**src/rtl/rv32i_types.sv**
```systemverilog
// rv32i_types: shared FSM state and line/burst geometry for the cacheline adapter.
package rv32i_types;
    typedef enum logic [1:0] {IDLE, READ, WRITE, DONE} cla_state_t;
    localparam int BURST_W     = 64;
    localparam int NUM_BURSTS  = 4;
    localparam int LINE_W      = 256;
    localparam int OFFSET_BITS = 5;
endpackage

```
**src/rtl/cacheline_adapter.sv**
```systemverilog
// cacheline_adapter: 256-bit line <-> 4x64-bit memory burst converter.
// Define CACHELINE_ADAPTER_WDT_EN to add the sticky watchdog output err_o.
module cacheline_adapter
    import rv32i_types::*;
#(
    parameter int TIMEOUT = 1023
) (
    input  logic                clk,
    input  logic                rst,
`ifdef CACHELINE_ADAPTER_WDT_EN
    output logic                err_o,
`endif
    input  logic [LINE_W-1:0]   line_i,
    output logic [LINE_W-1:0]   line_o,
    input  logic [31:0]         address_i,
    input  logic                read_i,
    input  logic                write_i,
    output logic                resp_o,
    input  logic [BURST_W-1:0]  burst_i,
    output logic [BURST_W-1:0]  burst_o,
    output logic [31:0]         address_o,
    output logic                read_o,
    output logic                write_o,
    input  logic                resp_i
);
    cla_state_t        state_q, state_d;
    logic [1:0]        cnt_q, cnt_d;
    logic [LINE_W-1:0] rbuf_q, rbuf_d, wbuf_q, wbuf_d;
    logic [31:0]       addr_q, addr_d;
    logic              last;

    assign last = cnt_q == 2'(NUM_BURSTS - 1);

    always_comb begin
        state_d = state_q;
        cnt_d   = cnt_q;
        rbuf_d  = rbuf_q;
        wbuf_d  = wbuf_q;
        addr_d  = addr_q;
        case (state_q)
            IDLE: begin
                if (write_i) begin
                    wbuf_d  = line_i;
                    addr_d  = address_i;
                    state_d = WRITE;
                end else if (read_i) begin
                    addr_d  = address_i;
                    state_d = READ;
                end
            end
            READ: begin
                if (resp_i) begin
                    rbuf_d[BURST_W*cnt_q +: BURST_W] = burst_i;
                    cnt_d   = cnt_q + 2'd1;
                    state_d = last ? DONE : READ;
                end
            end
            WRITE: begin
                if (resp_i) begin
                    cnt_d   = cnt_q + 2'd1;
                    state_d = last ? DONE : WRITE;
                end
            end
            default: begin
                cnt_d   = '0;
                state_d = IDLE;
            end
        endcase
    end

    always_ff @(posedge clk or posedge rst) begin
        if (rst) begin
            state_q <= IDLE;
            cnt_q   <= '0;
            rbuf_q  <= '0;
            wbuf_q  <= '0;
            addr_q  <= '0;
        end else begin
            state_q <= state_d;
            cnt_q   <= cnt_d;
            rbuf_q  <= rbuf_d;
            wbuf_q  <= wbuf_d;
            addr_q  <= addr_d;
        end
    end

    assign line_o    = rbuf_q;
    assign read_o    = state_q == READ;
    assign write_o   = state_q == WRITE;
    assign resp_o    = state_q == DONE;
    assign burst_o   = write_o ? wbuf_q[BURST_W*cnt_q +: BURST_W] : '0;
    assign address_o = {addr_q[31:OFFSET_BITS], {OFFSET_BITS{1'b0}}};

`ifdef CACHELINE_ADAPTER_WDT_EN
    localparam int WDT_W = $clog2(TIMEOUT + 1);
    logic [WDT_W-1:0] wdt_q, wdt_d;
    logic             err_q, err_d, busy, hit;

    assign busy = read_o | write_o;
    assign hit  = wdt_q == WDT_W'(TIMEOUT);

    // Counter saturates at TIMEOUT so the error flag never depends on wrap-around.
    always_comb begin
        wdt_d = (!busy || resp_i) ? '0 : hit ? wdt_q : wdt_q + 1'b1;
        err_d = err_q | (busy && hit);
    end

    always_ff @(posedge clk or posedge rst) begin
        if (rst) begin
            wdt_q <= '0;
            err_q <= 1'b0;
        end else begin
            wdt_q <= wdt_d;
            err_q <= err_d;
        end
    end

    assign err_o = err_q;
`endif
endmodule

```
**config.mk**
```make
export PLATFORM = sky130hd
export DESIGN_NAME = cacheline_adapter
export DESIGN_NICKNAME = d
export VERILOG_FILES = /design/src/rtl/rv32i_types.sv /design/src/rtl/cacheline_adapter.sv
export SDC_FILE = /design/constraint.sdc
export NUM_CORES = 1
export LEC_CHECK = 0
export CAP_MARGIN = 20
export CORE_MARGIN = 1.5
export CORE_UTILIZATION = 25
export CTS_CLUSTER_DIAMETER = 50
export DETAILED_ROUTE_END_ITERATION = 8
export GPL_TIMING_DRIVEN = 0
export SLEW_MARGIN = 25
export SYNTH_ARGS = -nofsm -noshare
export SYNTH_HDL_FRONTEND = slang
export SYNTH_SLANG_ARGS = --single-unit
```
**constraint.sdc**
```tcl
create_clock -name clk -period 41.7 [get_ports clk]
set_input_delay 6.255 -clock clk [delete_from_list [all_inputs] [get_ports clk]]
set_output_delay 6.255 -clock clk [all_outputs]
set_load 0.02 [all_outputs]
```
### Word level (Yosys, flattened, before mapping)

Index checks and enable logic that the tools add are counted.

| storage, ports and cells | value |
|---|---|
| register bits | 548 |
| input bits | 357 |
| output and inout port bits | 355 |

| operators by class | value |
|---|---|
| add/sub/neg operators | 2 |
| eq/ne operators | 8 |
| shift operators | 3 |
| mux-type cells | 13 |
| bitwise logic cells | 1 |
| reductions and logical operators | 8 |

Operator list:

| cell | number |
|---|---|
| $bwmux W256 | 1 |
| $shift A64 B34 Y256 const A | 1 |
| $shiftx A256 B9 Y64 | 1 |
| $shiftx A64 B34 Y256 | 1 |
| $mux W32 | 2 |
| $mux W64 | 1 |
| $neg A8 Y34 | 1 |
| $mux W2 | 6 |
| $reduce_and A2 Y1 | 4 |
| $eq A2 B2 Y1 const B | 3 |
| $ne A2 B1 Y1 const B | 3 |
| $pmux W2 S3 | 1 |
| $pmux W2 S2 | 1 |
| $ne A3 B3 Y1 const B | 1 |
| $reduce_and A3 Y1 | 1 |
| $add A2 B1 Y2 const B | 1 |
| $eq A2 B1 Y1 const B | 1 |
| $logic_not A2 Y1 | 1 |
| $reduce_bool A2 Y1 | 1 |
| $reduce_or A2 Y1 | 1 |
| $mux W1 | 1 |
| $not A1 Y1 | 1 |

### Logic depth before layout (Yosys ltp)

Gate-level depths: netlist (run 1).

| depth | value |
|---|---|
| word-level depth | 4 |
| gate-level depth with buffers | 9 |
| gate-level depth less buffers | 5 |

### Least setup slack after synthesis (run 1)

No wires, ideal clock.

| timing | value |
|---|---|
| path kind | flip-flop to output port |
| start point | register cnt_q[0] |
| end point | output burst_o[36] |
| data arrival time | 1,550 ps |
| data required time | 35,445 ps |
| path slack | 33,895 ps |
| stages on the path, launching flop included | 6 |
| path buffers | 3 |
| cells stage by stage | dfrtp_1 -> buf_6 -> buf_6 -> buf_6 -> mux4_2 -> and2_1 |

| between the ends | value |
|---|---|
| cells in the longest elaborated chain, start to end | 2 |

RTL lines:

| element | RTL line | text |
|---|---|---|
| start: declaration | cacheline_adapter.sv:27 | `logic [1:0] cnt_q, cnt_d;` |
| start signal: assignment | cacheline_adapter.sv:80 | `cnt_q <= cnt_d;` |
| $shiftx A256 B9 Y64 | cacheline_adapter.sv:91 | `assign burst_o = write_o ? wbuf_q[BURST_W*cnt_q +: BURST_W] : '0;` |
| $mux W64 | cacheline_adapter.sv:91 |  |
| end: declaration | cacheline_adapter.sv:20 | `output logic [BURST_W-1:0] burst_o,` |

No other way between the ends.

### Final worst setup path (run 1)

| timing | value |
|---|---|
| start point | register state_q[0] |
| end point | output burst_o[15] |

| between the ends | value |
|---|---|
| cells in the longest elaborated chain, start to end | 2 |

RTL lines:

| element | RTL line | text |
|---|---|---|
| start: declaration | cacheline_adapter.sv:26 | `cla_state_t state_q, state_d;` |
| start signal: assignment | cacheline_adapter.sv:79 | `state_q <= state_d;` |
| $eq A2 B2 Y1 | cacheline_adapter.sv:89 | `assign write_o = state_q == WRITE;` |
| $mux W64 | cacheline_adapter.sv:91 |  |

No other way between the ends.

==> results of run 1 <==
worst max-delay path, cell delays in order, from the launching register on:
cell and delay (ns):
dfrtp_1 0.44, inv_1 0.16, ha_1 0.22, clkbuf_2 0.40, clkbuf_1 0.62, and2_1 0.22, clkdlybuf4s50_1 0.83
through the flow:
step	cell area [um2]	power, uW
2_1_floorplan	21890	1236
3_3_place_gp	30350	1550
3_5_place_dp	30520	1576
4_1_cts	33360	2294
5_1_grt	33360	2369
6_report	33370	2257
path summary, 6_finish.rpt:
| path | startpoint | to | cells past startpoint |
|---|---|---|---|
| setup / recovery | state_q[0]$_DFFE_PP0P_ | burst_o[15] | 6 |
| hold / removal | line_o[109]$_DFFE_PP0P_ | line_o[109]$_DFFE_PP0P_ | 1 |
| setup reg to reg | cnt_q[1]$_DFFE_PP0P_ | line_o[18]$_DFFE_PP0P_ | 7 |
| hold reg to reg | line_o[109]$_DFFE_PP0P_ | line_o[109]$_DFFE_PP0P_ | 1 |
| max in group asynchronous | rst | line_o[27]$_DFFE_PP0P_ | 5 |
| min in group asynchronous | rst | wbuf_q[180]$_DFFE_PP0P_ | 2 |
cell type report:
class                   count  area, um2
multi-input cells         719       7712
diodes                      2      5.005
plain buffers             109      564.3
flip-flops and latches    543      13590
well taps                1155       1445
repair buffers            706       7172
clock inverters            47      635.6
clock buffers              97       2207
fillers                  8196      53390
inverters                   8      37.54
routing by layer:
metal / wire (um) / vias to the layer above
met5: 162 / -
met4: 2236 / 26
met3: 6983 / 156
met2: 41160 / 639
met1: 31210 / 8132
li1: - / 6768
power breakdown:
| part | switching [uW] | internal [uW] |
|---|---|---|
| clock network | 270 | 435 |
| logic | 352 | 413 |
| registers | 92.6 | 695 |
| total | 714 | 1540 |
cell families (layout without fill, tap and decap cells):
kind of cell,after synthesis,count (layout),synth area share (%)
flops,543,543,62.11
buf+inv,117,967,2.711
simple gates,87,87,2.671
fa+ha+maj,13,13,0.7435
mux,349,349,21.26
other cells,1,7,0.01714
compound gates,265,265,10.49
cells in the mapped netlist, drive strengths merged:
cell type  count  area [um2]
nor4           2       42.54
o21ai          5       28.78
o2bb2ai        1       8.760
mux4          64        1441
a31oi          1       6.260
nor4b          1       8.760
dfrtp        543       13590
a21oi          2       10.01
mux2         285        3209
ha            13       162.7
nor2           3       11.26
nand2b         2       12.51
inv            8       30.03
clkbuf        36       135.1
nand3          4       20.02
buf           73       427.9
nand2          5       18.77
nor2b          1       6.260
a22o         256        2242
nand3b         2       27.53
nor3           3       36.29
conb           1       3.750
and2          64       400.4
registers in the layout (all words and copies together) (netlist names):
name     cells
wbuf_q     256
addr_q      27
line_o     256
cnt_q        2
state_q      2
==> impl_metrics.py, run 1 <==
metrics = {
    "global_routing": {
        "grt_max_degree": 101,
        "grtUsageMet3_pct": 6.194,
        "gr-total-overflow": 0,
        "antenna_found_initial": 20,
        "grtUsageTotal_pct": 17.97,
        "grt_pass1_wl_mm": 118.4,
        "grt_use_met1_pct": 20.27,
        "grt_pass1_vias": 17390,
        "busiest_layer": "met2",
        "use_met2_pct": 31.65,
    },
    "layout": {
        "layout_common_cells": "clkdlybuf4s50_1 (700), dfrtp_1 (543), mux2_2 (285), a22o_1 (256), clkbuf_16 (81)",
        "final_util_pct": 38.46,
        "mostFrequentLayoutCell": "clkdlybuf4s50_1",
        "nets": 2537,
        "final_cells": 3386,
        "drive_above_1_share_pct": 25.75,
        "area_growth_pct": 52.51,
    },
    "sta": {
        "clock_skew_ns": 0.04055,
        "rsz0062_at_grt": "false",
        "drv_slew": 0,
        "setup_slack_ns": 31.88,
        "hold_ws_ns": 0.4955,
        "worst_pin_slew_ns": 1.006,
        "totalNegativeSetupSlack_ns": 0,
        "period_minus_slack_ns": 9.817,
        "max_slew_margin_pct": 32.93,
        "setup_viol": 0,
        "hold_viol": 0,
        "max_freq_ghz": 0.1019,
        "fin_crit_sh_pct": 23.54,
    },
    "floorplan": {
        "initial_core_util_pct": 25.22,
        "placementRows": 108,
        "ios": 712,
        "die_area_um2": 89300,
        "die_y_um": 298.8,
        "fp.coreArea_um2": 86750,
        "die_w_um": 298.8,
    },
    "detailed_routing": {
        "wl_per_cell_um": 24.14,
        "drc_errors": 0,
        "drtAntennaViolNets": 0,
        "vias": 15720,
        "vias_per_cell": 4.643,
        "drt_iter0_drc": 587,
        "totalWireLength_mm": 81.75,
        "first_pass_iters": 5,
    },
    "worst_setup_path": {
        "cp-start-kind": "register",
        "critPathCaptureType": "output port",
        "cp_max_fo": 10,
        "critPathKind": "reg2out",
        "cp.required_ns": 35.44,
        "worst_ep_arrival_time_ns": 3.56,
        "rrSetupSlack_ns": 38.08,
    },
    "run": {
        "drv_cap": 0,
    },
    "synth": {
        "syn_area_per_cell_um2": 15.91,
        "netlist_area_um2": 21880,
        "ys_warn_count": 0,
        "ys_types": 29,
        "synth.ff_latch_count": 543,
        "ys_seq_area_share_pct": 62.11,
        "synthCells": 1375,
    },
    "clocking": {
        "clk_latency_ns": 0.63,
        "clk_pin_slew_worst_paths_ns": 0.05,
        "postCtsSetupRepairBufs": 0,
        "cts_tree": "yes",
        "htree_levels": 3,
        "clock_sinks": 543,
        "hold_buffers": 0,
        "numCtsBuffers": 80,
        "ctsResizeCount": 0,
        "clk_path_buf_depth": 3,
        "clock-root-buffer": "clkbuf_16",
    },
    "placed_design": {
        "post-place-ws_ns": 32.36,
        "portBuffers": 700,
        "globalplace.congestion": 0.8593,
        "place_hpwl_mm": 61.33,
        "dpl.cell_count": 3240,
    },
    "power_and_ir_drop": {
        "ir_drop_uv": 38.56,
        "leakage_uw": 0.01409,
        "p_per_area_nw_per_um2": 67.63,
    },
    "run_status": {
        "status": "completed",
    },
    "hold_path": {
        "hold_path.class": "reg2reg",
    },
}
Power figures use the tool's default switching activity.
==> inputs of run 2 (changes only) <==
==> constraint.sdc (replaced) <==
create_clock -name clk -period 9 [get_ports clk]
set_input_delay 1.35 -clock clk [delete_from_list [all_inputs] [get_ports clk]]
set_output_delay 1.35 -clock clk [all_outputs]
set_load 0.02 [all_outputs]
==> impl_metrics.py, run 2 (same netlist as run 1, synthesis figures left out) <==
metrics = {
    "clocking": {
        "cts_tree": "yes",
        "htree_levels": 3,
        "clk_path_buf_depth": 3,
        "clock_sinks": 543,
        "clock-root-buffer": "clkbuf_16",
        "hold_buffers": 0,
        "numCtsBuffers": 78,
        "clk_latency_ns": 0.63,
        "clk_pin_slew_worst_paths_ns": 0.05,
        "postCtsSetupRepairBufs": 0,
        "ctsResizeCount": 0,
    },
    "floorplan": {
        "ios": 712,
        "die_w_um": 298.8,
        "fp.coreArea_um2": 86750,
        "die_area_um2": 89300,
        "die_y_um": 298.8,
        "initial_core_util_pct": 25.22,
        "placementRows": 108,
    },
    "sta": {
        "setup_viol": 0,
        "clock_skew_ns": 0.03350,
        "rsz0062_at_grt": "false",
        "fin_crit_sh_pct": 58.45,
        "worst_pin_slew_ns": 1.039,
        "period_minus_slack_ns": 5.261,
        "max_freq_ghz": 0.1901,
        "hold_ws_ns": 0.4960,
        "drv_slew": 0,
        "max_slew_margin_pct": 30.70,
        "hold_viol": 0,
    },
    "power_and_ir_drop": {
        "ir_drop_uv": 179.2,
        "leakage_uw": 0.01411,
        "p_per_area_nw_per_um2": 307.4,
    },
    "detailed_routing": {
        "drc_errors": 0,
        "vias": 15940,
        "drtAntennaViolNets": 0,
        "vias_per_cell": 4.684,
        "drt_iter0_drc": 744,
        "wl_per_cell_um": 24.38,
        "first_pass_iters": 6,
        "totalWireLength_mm": 82.98,
    },
    "layout": {
        "final_cells": 3403,
        "drive_above_1_share_pct": 25.88,
        "layout_common_cells": "clkdlybuf4s50_1 (700), dfrtp_1 (543), mux2_2 (285), a22o_1 (256), clkbuf_16 (80)",
        "nets": 2548,
        "mostFrequentLayoutCell": "clkdlybuf4s50_1",
        "area_growth_pct": 52.72,
        "regArea_um2": 13590,
        "fillCellCount": 8192,
        "multi_input_area_um2": 7712,
    },
    "placed_design": {
        "place_hpwl_mm": 62.78,
        "portBuffers": 700,
        "globalplace.congestion": 0.8600,
        "dpl.cell_count": 3253,
    },
    "worst_setup_path": {
        "slowest_delay_ns": 0.77,
        "cp_cell_sequence": "inv_1 > ha_1 > clkbuf_1 > clkbuf_1 > and2_1 > clkdlybuf4s50_1",
        "r2r_start": "cnt_q[1]$_DFFE_PP0P_",
        "cp_max_fo": 10,
        "crit_top_cell": "clkbuf_1",
        "cp-start-kind": "register",
        "slowest_stage": "clkdlybuf4s50_1",
        "worst_ep_arrival_time_ns": 3.91,
        "rr_worst_depth": 8,
        "critPathCaptureType": "output port",
        "critPathKind": "reg2out",
        "r2r_end": "line_o[22]$_DFFE_PP0P_",
        "rrSetupSlack_ns": 5.22,
        "crit_start": "state_q[0]$_DFFE_PP0P_",
        "cp.required_ns": 7.65,
        "endpoint": "burst_o[15]",
    },
    "global_routing": {
        "grtUsageTotal_pct": 18.20,
        "antenna_found_initial": 27,
        "grt_max_degree": 35,
        "gr-total-overflow": 0,
        "grt_pass1_wl_mm": 119.9,
        "grt_pass1_vias": 17470,
    },
    "run": {
        "drv_cap": 0,
    },
    "hold_path": {
        "hold_path.class": "reg2reg",
    },
    "run_status": {
        "status": "completed",
    },
}
## run 2: layout make-up
cell class	instances	area share (%)
plain buffers	109	1.685
clock inverters	42	1.344
repair buffers	719	22.15
inverters	8	0.1011
diodes	7	0.05243
flip-flops and latches	543	40.67
clock buffers	101	6.587
multi-input cells	719	23.08
well taps	1155	4.325
## run 2: through the flow
stage / setup WS (ns) / area (um2) / power [uW] / util (%) / setup TNS, ns
floorplan: 0.2641 / 21900 / 5728 / - / 0
global placement: -3.030 / 30350 / 7167 / 34.98 / -1606.81
detailed placement: 4.122 / 30740 / 7289 / 35.44 / 0
CTS: 3.454 / 33390 / 10430 / 38.49 / 0
global route: 3.493 / 33410 / 10790 / 38.51 / 0
finish: 3.739 / 33410 / 10270 / 38.51 / 0
## run 2: worst max-delay path: cells and delay by family (launching register included)
family	cells	cell delay (ns)
AND/OR/NAND/NOR	1	0.24
adder cells (fa/ha/maj)	1	0.24
flip-flops	1	0.44
buffers and inverters	4	2.36
## run 2: worst min-delay path by stage
stage / from / endpoint / slack (ns) / cells after the start
3_5_place_dp: line_o[247]$_DFFE_PP0P_ / line_o[247]$_DFFE_PP0P_ / 0.48 / 1
6_report: line_o[207]$_DFFE_PP0P_ / line_o[207]$_DFFE_PP0P_ / 0.50 / 1
2_1_floorplan: wbuf_q[190]$_DFFE_PP0P_ / wbuf_q[190]$_DFFE_PP0P_ / 0.47 / 1
4_1_cts: wbuf_q[135]$_DFFE_PP0P_ / wbuf_q[135]$_DFFE_PP0P_ / 0.50 / 1
3_3_place_gp: wbuf_q[173]$_DFFE_PP0P_ / wbuf_q[173]$_DFFE_PP0P_ / 0.48 / 1
5_1_grt: wbuf_q[135]$_DFFE_PP0P_ / wbuf_q[135]$_DFFE_PP0P_ / 0.50 / 1
## run 2: per-layer routing
| metal | vias to the layer above | GRT usage, % | share of wire, % |
|---|---|---|---|
| met5 | - | 0 | 0.24 |
| met4 | 30 | 6.626 | 3.3 |
| met3 | 163 | 6.965 | 9.5 |
| met2 | 721 | 31.21 | 50 |
| met1 | 8202 | 20.53 | 37 |
| li1 | 6823 | - | - |
## run 2: power breakdown
group          switching [uW]  total (uW)  leakage (uW)  internal (uW)
logic                    1620        3540       0.00592           1920
clock network            1230        3080       0.00128           1850
registers                 429        3650       0.00690           3220
total                    3280       10300        0.0141           6990
==> inputs of run 3 (changes only) <==
==> constraint.sdc (replaced) <==
create_clock -name clk -period 5.48 [get_ports clk]
set_input_delay 0.822 -clock clk [delete_from_list [all_inputs] [get_ports clk]]
set_output_delay 0.822 -clock clk [all_outputs]
set_load 0.02 [all_outputs]
==> results of run 3 <==
The final DEF is identical to that of run 2. Status: completed.
Among the figures that moved: setup slack after placement 4.122 ns -> 1.130 ns; setup slack after layout 3.739 ns -> 0.7470 ns; register-to-register setup slack 5.22 ns -> 1.70 ns; total power 10270 uW -> 16870 uW; worst IR drop on VDD 179.2 uV -> 294.4 uV
